===== src/rtl/wshb_if.sv =====
// Wishbone pipelined link: master drives the request side, slave returns data and handshakes.
interface wshb_if #(
  parameter int unsigned DATA_BYTES = 4,
  parameter int unsigned ADR_W      = 32
) ();

  localparam int unsigned DATA_W = 8 * DATA_BYTES;

  logic                  cyc;
  logic                  stb;
  logic                  we;
  logic [ADR_W-1:0]      adr;
  logic [DATA_W-1:0]     dat_ms;
  logic [DATA_W-1:0]     dat_sm;
  logic [DATA_BYTES-1:0] sel;
  logic [2:0]            cti;
  logic [1:0]            bte;
  logic                  ack;
  logic                  err;
  logic                  stall;

  modport master (
    output cyc, stb, we, adr, dat_ms, sel, cti, bte,
    input  dat_sm, ack, err, stall
  );

  modport slave (
    input  cyc, stb, we, adr, dat_ms, sel, cti, bte,
    output dat_sm, ack, err, stall
  );

endinterface


===== src/rtl/wshb_arbiter.sv =====
// Two-requester Wishbone arbiter (VGA reader, mire writer) sharing one SDRAM link.
// A grant is held for the whole cyc of the owner; ties are round-robin or VGA-first.
module wshb_arbiter #(
  parameter bit FAIR = 1'b1
) (
  input  logic       clk,
  input  logic       reset_n,
  wshb_if.slave      wshb_ifs_vga,
  wshb_if.slave      wshb_ifs_mire,
  wshb_if.master     wshb_ifm_sdram,
  output logic [1:0] gnt
);

  typedef enum logic [1:0] {
    IDLE     = 2'b00,
    GNT_VGA  = 2'b01,
    GNT_MIRE = 2'b10
  } state_t;

  state_t state;
  logic   last_mire;
  logic   req_vga;
  logic   req_mire;
  logic   sel_vga;
  logic   sel_mire;

  assign req_vga  = wshb_ifs_vga.cyc;
  assign req_mire = wshb_ifs_mire.cyc;

  // Grant FSM; last_mire remembers who was served last for the round-robin tie-break.
  always_ff @(posedge clk or negedge reset_n) begin
    if (!reset_n) begin
      state     <= IDLE;
      gnt       <= 2'b00;
      last_mire <= 1'b1;
    end else begin
      case (state)
        IDLE: begin
          if (req_vga && (!req_mire || !FAIR || last_mire)) begin
            state     <= GNT_VGA;
            gnt       <= 2'b01;
            last_mire <= 1'b0;
          end else if (req_mire) begin
            state     <= GNT_MIRE;
            gnt       <= 2'b10;
            last_mire <= 1'b1;
          end
        end
        GNT_VGA: begin
          if (!req_vga) begin
            if (req_mire) begin
              state     <= GNT_MIRE;
              gnt       <= 2'b10;
              last_mire <= 1'b1;
            end else begin
              state <= IDLE;
              gnt   <= 2'b00;
            end
          end
        end
        GNT_MIRE: begin
          if (!req_mire) begin
            if (req_vga) begin
              state     <= GNT_VGA;
              gnt       <= 2'b01;
              last_mire <= 1'b0;
            end else begin
              state <= IDLE;
              gnt   <= 2'b00;
            end
          end
        end
        default: begin
          state <= IDLE;
          gnt   <= 2'b00;
        end
      endcase
    end
  end

  // Muxing keys off the registered grant, so an async reset blanks both sides at once.
  assign sel_vga  = gnt[0];
  assign sel_mire = gnt[1];

  assign wshb_ifm_sdram.cyc    = (sel_vga & wshb_ifs_vga.cyc) | (sel_mire & wshb_ifs_mire.cyc);
  assign wshb_ifm_sdram.stb    = (sel_vga & wshb_ifs_vga.stb) | (sel_mire & wshb_ifs_mire.stb);
  assign wshb_ifm_sdram.we     = (sel_vga & wshb_ifs_vga.we)  | (sel_mire & wshb_ifs_mire.we);
  assign wshb_ifm_sdram.adr    = sel_vga  ? wshb_ifs_vga.adr :
                                 sel_mire ? wshb_ifs_mire.adr : '0;
  assign wshb_ifm_sdram.dat_ms = sel_vga  ? wshb_ifs_vga.dat_ms :
                                 sel_mire ? wshb_ifs_mire.dat_ms : '0;
  assign wshb_ifm_sdram.sel    = sel_vga  ? wshb_ifs_vga.sel :
                                 sel_mire ? wshb_ifs_mire.sel : '0;
  assign wshb_ifm_sdram.cti    = sel_vga  ? wshb_ifs_vga.cti :
                                 sel_mire ? wshb_ifs_mire.cti : '0;
  assign wshb_ifm_sdram.bte    = sel_vga  ? wshb_ifs_vga.bte :
                                 sel_mire ? wshb_ifs_mire.bte : '0;

  // Responses reach only the owner; the loser sees a stalled, silent slave.
  assign wshb_ifs_vga.ack    = sel_vga & wshb_ifm_sdram.ack;
  assign wshb_ifs_vga.err    = sel_vga & wshb_ifm_sdram.err;
  assign wshb_ifs_vga.stall  = sel_vga ? wshb_ifm_sdram.stall : 1'b1;
  assign wshb_ifs_vga.dat_sm = wshb_ifm_sdram.dat_sm;

  assign wshb_ifs_mire.ack    = sel_mire & wshb_ifm_sdram.ack;
  assign wshb_ifs_mire.err    = sel_mire & wshb_ifm_sdram.err;
  assign wshb_ifs_mire.stall  = sel_mire ? wshb_ifm_sdram.stall : 1'b1;
  assign wshb_ifs_mire.dat_sm = wshb_ifm_sdram.dat_sm;

endmodule


===== src/flat_wrapper.sv =====
// flat-port wrapper written by rule: the top's interface ports become plain ports
module wshb_arbiter_flat 
#(
  parameter bit FAIR = 1'b1
)
  (clk, reset_n, gnt, wshb_ifs_vga_cyc, wshb_ifs_vga_stb, wshb_ifs_vga_we, wshb_ifs_vga_adr, wshb_ifs_vga_dat_ms, wshb_ifs_vga_sel, wshb_ifs_vga_cti, wshb_ifs_vga_bte, wshb_ifs_vga_dat_sm, wshb_ifs_vga_ack, wshb_ifs_vga_err, wshb_ifs_vga_stall, wshb_ifs_mire_cyc, wshb_ifs_mire_stb, wshb_ifs_mire_we, wshb_ifs_mire_adr, wshb_ifs_mire_dat_ms, wshb_ifs_mire_sel, wshb_ifs_mire_cti, wshb_ifs_mire_bte, wshb_ifs_mire_dat_sm, wshb_ifs_mire_ack, wshb_ifs_mire_err, wshb_ifs_mire_stall, wshb_ifm_sdram_cyc, wshb_ifm_sdram_stb, wshb_ifm_sdram_we, wshb_ifm_sdram_adr, wshb_ifm_sdram_dat_ms, wshb_ifm_sdram_sel, wshb_ifm_sdram_cti, wshb_ifm_sdram_bte, wshb_ifm_sdram_dat_sm, wshb_ifm_sdram_ack, wshb_ifm_sdram_err, wshb_ifm_sdram_stall);
  wshb_if wshb_ifs_vga_i ();
  wshb_if wshb_ifs_mire_i ();
  wshb_if wshb_ifm_sdram_i ();
  input  logic clk;
  input  logic reset_n;
  output logic [1:0] gnt;
  input wire logic [$bits(wshb_ifs_vga_i.cyc)-1:0] wshb_ifs_vga_cyc;
  input wire logic [$bits(wshb_ifs_vga_i.stb)-1:0] wshb_ifs_vga_stb;
  input wire logic [$bits(wshb_ifs_vga_i.we)-1:0] wshb_ifs_vga_we;
  input wire logic [$bits(wshb_ifs_vga_i.adr)-1:0] wshb_ifs_vga_adr;
  input wire logic [$bits(wshb_ifs_vga_i.dat_ms)-1:0] wshb_ifs_vga_dat_ms;
  input wire logic [$bits(wshb_ifs_vga_i.sel)-1:0] wshb_ifs_vga_sel;
  input wire logic [$bits(wshb_ifs_vga_i.cti)-1:0] wshb_ifs_vga_cti;
  input wire logic [$bits(wshb_ifs_vga_i.bte)-1:0] wshb_ifs_vga_bte;
  output wire logic [$bits(wshb_ifs_vga_i.dat_sm)-1:0] wshb_ifs_vga_dat_sm;
  output wire logic [$bits(wshb_ifs_vga_i.ack)-1:0] wshb_ifs_vga_ack;
  output wire logic [$bits(wshb_ifs_vga_i.err)-1:0] wshb_ifs_vga_err;
  output wire logic [$bits(wshb_ifs_vga_i.stall)-1:0] wshb_ifs_vga_stall;
  input wire logic [$bits(wshb_ifs_mire_i.cyc)-1:0] wshb_ifs_mire_cyc;
  input wire logic [$bits(wshb_ifs_mire_i.stb)-1:0] wshb_ifs_mire_stb;
  input wire logic [$bits(wshb_ifs_mire_i.we)-1:0] wshb_ifs_mire_we;
  input wire logic [$bits(wshb_ifs_mire_i.adr)-1:0] wshb_ifs_mire_adr;
  input wire logic [$bits(wshb_ifs_mire_i.dat_ms)-1:0] wshb_ifs_mire_dat_ms;
  input wire logic [$bits(wshb_ifs_mire_i.sel)-1:0] wshb_ifs_mire_sel;
  input wire logic [$bits(wshb_ifs_mire_i.cti)-1:0] wshb_ifs_mire_cti;
  input wire logic [$bits(wshb_ifs_mire_i.bte)-1:0] wshb_ifs_mire_bte;
  output wire logic [$bits(wshb_ifs_mire_i.dat_sm)-1:0] wshb_ifs_mire_dat_sm;
  output wire logic [$bits(wshb_ifs_mire_i.ack)-1:0] wshb_ifs_mire_ack;
  output wire logic [$bits(wshb_ifs_mire_i.err)-1:0] wshb_ifs_mire_err;
  output wire logic [$bits(wshb_ifs_mire_i.stall)-1:0] wshb_ifs_mire_stall;
  output wire logic [$bits(wshb_ifm_sdram_i.cyc)-1:0] wshb_ifm_sdram_cyc;
  output wire logic [$bits(wshb_ifm_sdram_i.stb)-1:0] wshb_ifm_sdram_stb;
  output wire logic [$bits(wshb_ifm_sdram_i.we)-1:0] wshb_ifm_sdram_we;
  output wire logic [$bits(wshb_ifm_sdram_i.adr)-1:0] wshb_ifm_sdram_adr;
  output wire logic [$bits(wshb_ifm_sdram_i.dat_ms)-1:0] wshb_ifm_sdram_dat_ms;
  output wire logic [$bits(wshb_ifm_sdram_i.sel)-1:0] wshb_ifm_sdram_sel;
  output wire logic [$bits(wshb_ifm_sdram_i.cti)-1:0] wshb_ifm_sdram_cti;
  output wire logic [$bits(wshb_ifm_sdram_i.bte)-1:0] wshb_ifm_sdram_bte;
  input wire logic [$bits(wshb_ifm_sdram_i.dat_sm)-1:0] wshb_ifm_sdram_dat_sm;
  input wire logic [$bits(wshb_ifm_sdram_i.ack)-1:0] wshb_ifm_sdram_ack;
  input wire logic [$bits(wshb_ifm_sdram_i.err)-1:0] wshb_ifm_sdram_err;
  input wire logic [$bits(wshb_ifm_sdram_i.stall)-1:0] wshb_ifm_sdram_stall;
  assign wshb_ifs_vga_i.cyc = wshb_ifs_vga_cyc;
  assign wshb_ifs_vga_i.stb = wshb_ifs_vga_stb;
  assign wshb_ifs_vga_i.we = wshb_ifs_vga_we;
  assign wshb_ifs_vga_i.adr = wshb_ifs_vga_adr;
  assign wshb_ifs_vga_i.dat_ms = wshb_ifs_vga_dat_ms;
  assign wshb_ifs_vga_i.sel = wshb_ifs_vga_sel;
  assign wshb_ifs_vga_i.cti = wshb_ifs_vga_cti;
  assign wshb_ifs_vga_i.bte = wshb_ifs_vga_bte;
  assign wshb_ifs_vga_dat_sm = wshb_ifs_vga_i.dat_sm;
  assign wshb_ifs_vga_ack = wshb_ifs_vga_i.ack;
  assign wshb_ifs_vga_err = wshb_ifs_vga_i.err;
  assign wshb_ifs_vga_stall = wshb_ifs_vga_i.stall;
  assign wshb_ifs_mire_i.cyc = wshb_ifs_mire_cyc;
  assign wshb_ifs_mire_i.stb = wshb_ifs_mire_stb;
  assign wshb_ifs_mire_i.we = wshb_ifs_mire_we;
  assign wshb_ifs_mire_i.adr = wshb_ifs_mire_adr;
  assign wshb_ifs_mire_i.dat_ms = wshb_ifs_mire_dat_ms;
  assign wshb_ifs_mire_i.sel = wshb_ifs_mire_sel;
  assign wshb_ifs_mire_i.cti = wshb_ifs_mire_cti;
  assign wshb_ifs_mire_i.bte = wshb_ifs_mire_bte;
  assign wshb_ifs_mire_dat_sm = wshb_ifs_mire_i.dat_sm;
  assign wshb_ifs_mire_ack = wshb_ifs_mire_i.ack;
  assign wshb_ifs_mire_err = wshb_ifs_mire_i.err;
  assign wshb_ifs_mire_stall = wshb_ifs_mire_i.stall;
  assign wshb_ifm_sdram_cyc = wshb_ifm_sdram_i.cyc;
  assign wshb_ifm_sdram_stb = wshb_ifm_sdram_i.stb;
  assign wshb_ifm_sdram_we = wshb_ifm_sdram_i.we;
  assign wshb_ifm_sdram_adr = wshb_ifm_sdram_i.adr;
  assign wshb_ifm_sdram_dat_ms = wshb_ifm_sdram_i.dat_ms;
  assign wshb_ifm_sdram_sel = wshb_ifm_sdram_i.sel;
  assign wshb_ifm_sdram_cti = wshb_ifm_sdram_i.cti;
  assign wshb_ifm_sdram_bte = wshb_ifm_sdram_i.bte;
  assign wshb_ifm_sdram_i.dat_sm = wshb_ifm_sdram_dat_sm;
  assign wshb_ifm_sdram_i.ack = wshb_ifm_sdram_ack;
  assign wshb_ifm_sdram_i.err = wshb_ifm_sdram_err;
  assign wshb_ifm_sdram_i.stall = wshb_ifm_sdram_stall;
  wshb_arbiter #(.FAIR(FAIR)) u_core (.clk(clk), .reset_n(reset_n), .wshb_ifs_vga(wshb_ifs_vga_i), .wshb_ifs_mire(wshb_ifs_mire_i), .wshb_ifm_sdram(wshb_ifm_sdram_i), .gnt(gnt));
endmodule

===== config.mk =====
export PLATFORM = sky130hd
export DESIGN_NAME = wshb_arbiter_flat
export DESIGN_NICKNAME = d
export VERILOG_FILES = /design/src/rtl/wshb_if.sv /design/src/rtl/wshb_arbiter.sv /design/src/flat_wrapper.sv
export SDC_FILE = /design/constraint.sdc
export NUM_CORES = 1
export LEC_CHECK = 0
export ABC_AREA = 1
export CAP_MARGIN = 10
export CORE_AREA = 2 2 130 132
export CTS_CLUSTER_SIZE = 40
export DETAILED_ROUTE_END_ITERATION = 10
export DIE_AREA = 0 0 132 134
export SETUP_SLACK_MARGIN = 0.05
export SKIP_CTS_REPAIR_TIMING = 1
export SLEW_MARGIN = 15
export SYNTH_ARGS = -nofsm -noshare
export SYNTH_HDL_FRONTEND = slang
export SYNTH_SLANG_ARGS = --single-unit
export TNS_END_PERCENT = 100

===== constraint.sdc =====
create_clock -name clk -period 2.4 [get_ports clk]
set_input_delay 0.48 -clock clk [delete_from_list [all_inputs] [get_ports clk]]
set_output_delay 0.48 -clock clk [all_outputs]
set_load 0.05 [all_outputs]

==> results_dict.tcl <==
set metrics [dict create \
    leakage_nw 2.34 \
    mostFrequentLayoutCells "170 x nand2_1, 156 x clkdlybuf4s50_1, 89 x buf_12, 60 x nand3_2, 18 x nand3_1" \
    fill_cells 1684 \
    stdcell_area_mm2 0.00530 \
    status "completed" \
    p_per_area_mw_per_mm2 1260 \
    layout.cells.non_filler 751 \
    reg2reg_setup_slack_ns 0.88 \
    final_common_cell "nand2_1" \
    avgSynthCellArea_um2 6.22 \
    required_ns 1.92 \
    critical_path_class "reg -> out" \
    yosysUniqueCellTypes 21 \
    setup-tns-final_ns 0 \
    pin_count 337 \
    grt_pass1_wl_um 14300 \
    initial_core_util_pct 14.2 \
    reg2reg_to "u_core.gnt[1]$_DFFE_PN0P_" \
    antenna_found_initial 0 \
    crit_path_start_kind "flip-flop" \
    seqPwrFrac_pct 2.4 \
    final_util_pct 32.5 \
    ys_seq_area_share_pct 3.29 \
    setup_violations 0 \
    cts_tree "done" \
    dpl-instance-area_mm2 0.00522 \
    grt_max_degree 85 \
    syn2layout_area_growth_pct 128 \
    peakVddDrop_uv 642 \
    crit_start "u_core.gnt[1]$_DFFE_PN0P_" \
    routed_via_density 3.74 \
    p_sw_mw 3.63 \
    worst_pin_slew_ns 0.379 \
    grt-ovfl-total 0 \
    synth_area_mm2 0.00232 \
    dp_cells 747 \
    hpwl_um 7540 \
    drc 0 \
    syn-num-nets 567 \
    cts_max_level 1 \
    crit_end "wshb_ifm_sdram_dat_ms[28]" \
    swShare_pct 54.4 \
    slew_violations 0 \
    rsz0062_at_grt "false" \
    vias 2807 \
    r2r-start "u_core.gnt[0]$_DFFE_PN0P_" \
    ant_nets 0 \
    cap_violations 0 \
    finClkSkew_ns 0.00261 \
    clkPwrFrac_pct 4.1 \
    first_pass_iters 4 \
    port_buffers 240 \
    yosysWarningCount 0 \
    routedWlPerCell_um 12.5 \
    nNetsFinal 726 \
    fin_ws_ns 0.367 \
    numCtsBuffers 3 \
    hold_class "in -> async" \
    grt_pass1_vias 2732 \
    core_area_mm2 0.0163 \
    drive_above_1_share_pct 30.5 \
    die_h_um 134 \
    relSlewSlack_pct 74.7 \
    clk_latency_ns 0.23 \
    die_area_mm2 0.0177 \
    p_int_mw 3.04 \
    synth_cells 373 \
    die_w_um 132 \
    timing.final.hold_violations 0 \
    cp-end-kind "output port" \
    path_max_fanout 38 \
    path_clk_slew_ns 0.03 \
    clock.fmax_mhz 492 \
    fin_crit_sh_pct 84.7 \
    num_antenna_cells 0 \
    num_rows 47 \
    pre_cts_ws_ns 0.407 \
    cts_sinks 3 \
    reg2reg_depth 8 \
    track_usage_pct 9.85 \
    drtIter0Drc 63 \
    crit_arrival_ns 1.55 \
    fin_crit_ns 2.03 \
    ys_ff_latch 3 \
    p_comb_share_pct 93.5 \
    place.gp.congestion 0.791 \
    clockBufferDepth 2 \
    root_buffer "clkbuf_16" \
    routed_wl_um 9410 \
]
flip-flops by register name (all words and copies together), names as in the netlist:
signal and count:
u_core.last_mire 1, u_core.gnt 2
critical path, stage by stage, from the launching register on:
cell,delay (ns)
dfrtp_4,0.57
buf_12,0.29
nand3_2,0.10
nand2_1,0.16
buf_12,0.16
through the flow:
step,power [mW],hold slack [ns]
3_5_place_dp,6.46,0.492
4_1_cts,6.74,0.432
5_1_grt,6.96,0.444
3_3_place_gp,6.45,0.495
2_1_floorplan,3.78,0.184
6_report,6.67,0.438
worst min-delay path by stage:
| stage | startpoint | to | slack, ns | cells after the start |
|---|---|---|---|---|
| 6_report | reset_n | u_core.gnt[1]$_DFFE_PN0P_ | 0.44 | 1 |
| 3_5_place_dp | u_core.last_mire$_DFFE_PN1P_ | u_core.last_mire$_DFFE_PN1P_ | 0.49 | 2 |
| 2_1_floorplan | reset_n | u_core.gnt[0]$_DFFE_PN0P_ | 0.18 | 0 |
| 3_3_place_gp | u_core.last_mire$_DFFE_PN1P_ | u_core.last_mire$_DFFE_PN1P_ | 0.49 | 2 |
| 4_1_cts | reset_n | u_core.gnt[1]$_DFFE_PN0P_ | 0.43 | 1 |
| 5_1_grt | reset_n | u_core.gnt[1]$_DFFE_PN0P_ | 0.44 | 1 |
metal layers:
metal  share of wire (%)  track usage, %
met4                 2.7            3.74
met5                   0               0
met2                  50            17.3
met1                  38            10.9
met3                 9.4            3.40
final cells by class:
cell class	count	area [um2]	area share [%]
inverter	13	51.3	0.969
multi-input combinational	266	1470	27.7
timing repair buffer	245	3340	63.1
sequential	3	81.3	1.54
tap	220	275	5.20
clock buffer	4	78.8	1.49
logic make-up after synthesis:
| kind of cell | count (synthesis) | share of synthesized area [%] |
|---|---|---|
| simple gates | 257 | 59.3 |
| buf+inv | 104 | 33.5 |
| fa+ha+maj | 5 | 2.70 |
| compound gates | 4 | 1.19 |
| flops | 3 | 3.29 |
synth_stat cells (all sizes together):
| cell type | count | area, um2 |
|---|---|---|
| dfrtp | 2 | 50.1 |
| nand2 | 172 | 651 |
| nor3 | 1 | 5.00 |
| dfstp | 1 | 26.3 |
| o21ai | 2 | 10.0 |
| a22o | 2 | 17.5 |
| ha | 5 | 62.6 |
| inv | 13 | 51.3 |
| clkbuf | 5 | 18.8 |
| nand3 | 78 | 691 |
| nor2 | 6 | 30.0 |
| buf | 86 | 707 |
power by group through the flow:
stage | logic, mW | clock network, mW | registers [mW]
2_1_floorplan | 3.63 | 0 | 0.151
3_3_place_gp | 6.29 | 0 | 0.161
3_5_place_dp | 6.29 | 0 | 0.162
4_1_cts | 6.30 | 0.279 | 0.162
5_1_grt | 6.51 | 0.282 | 0.166
6_report | 6.24 | 0.273 | 0.158
Note: power is estimated with default switching activity, not from simulation.
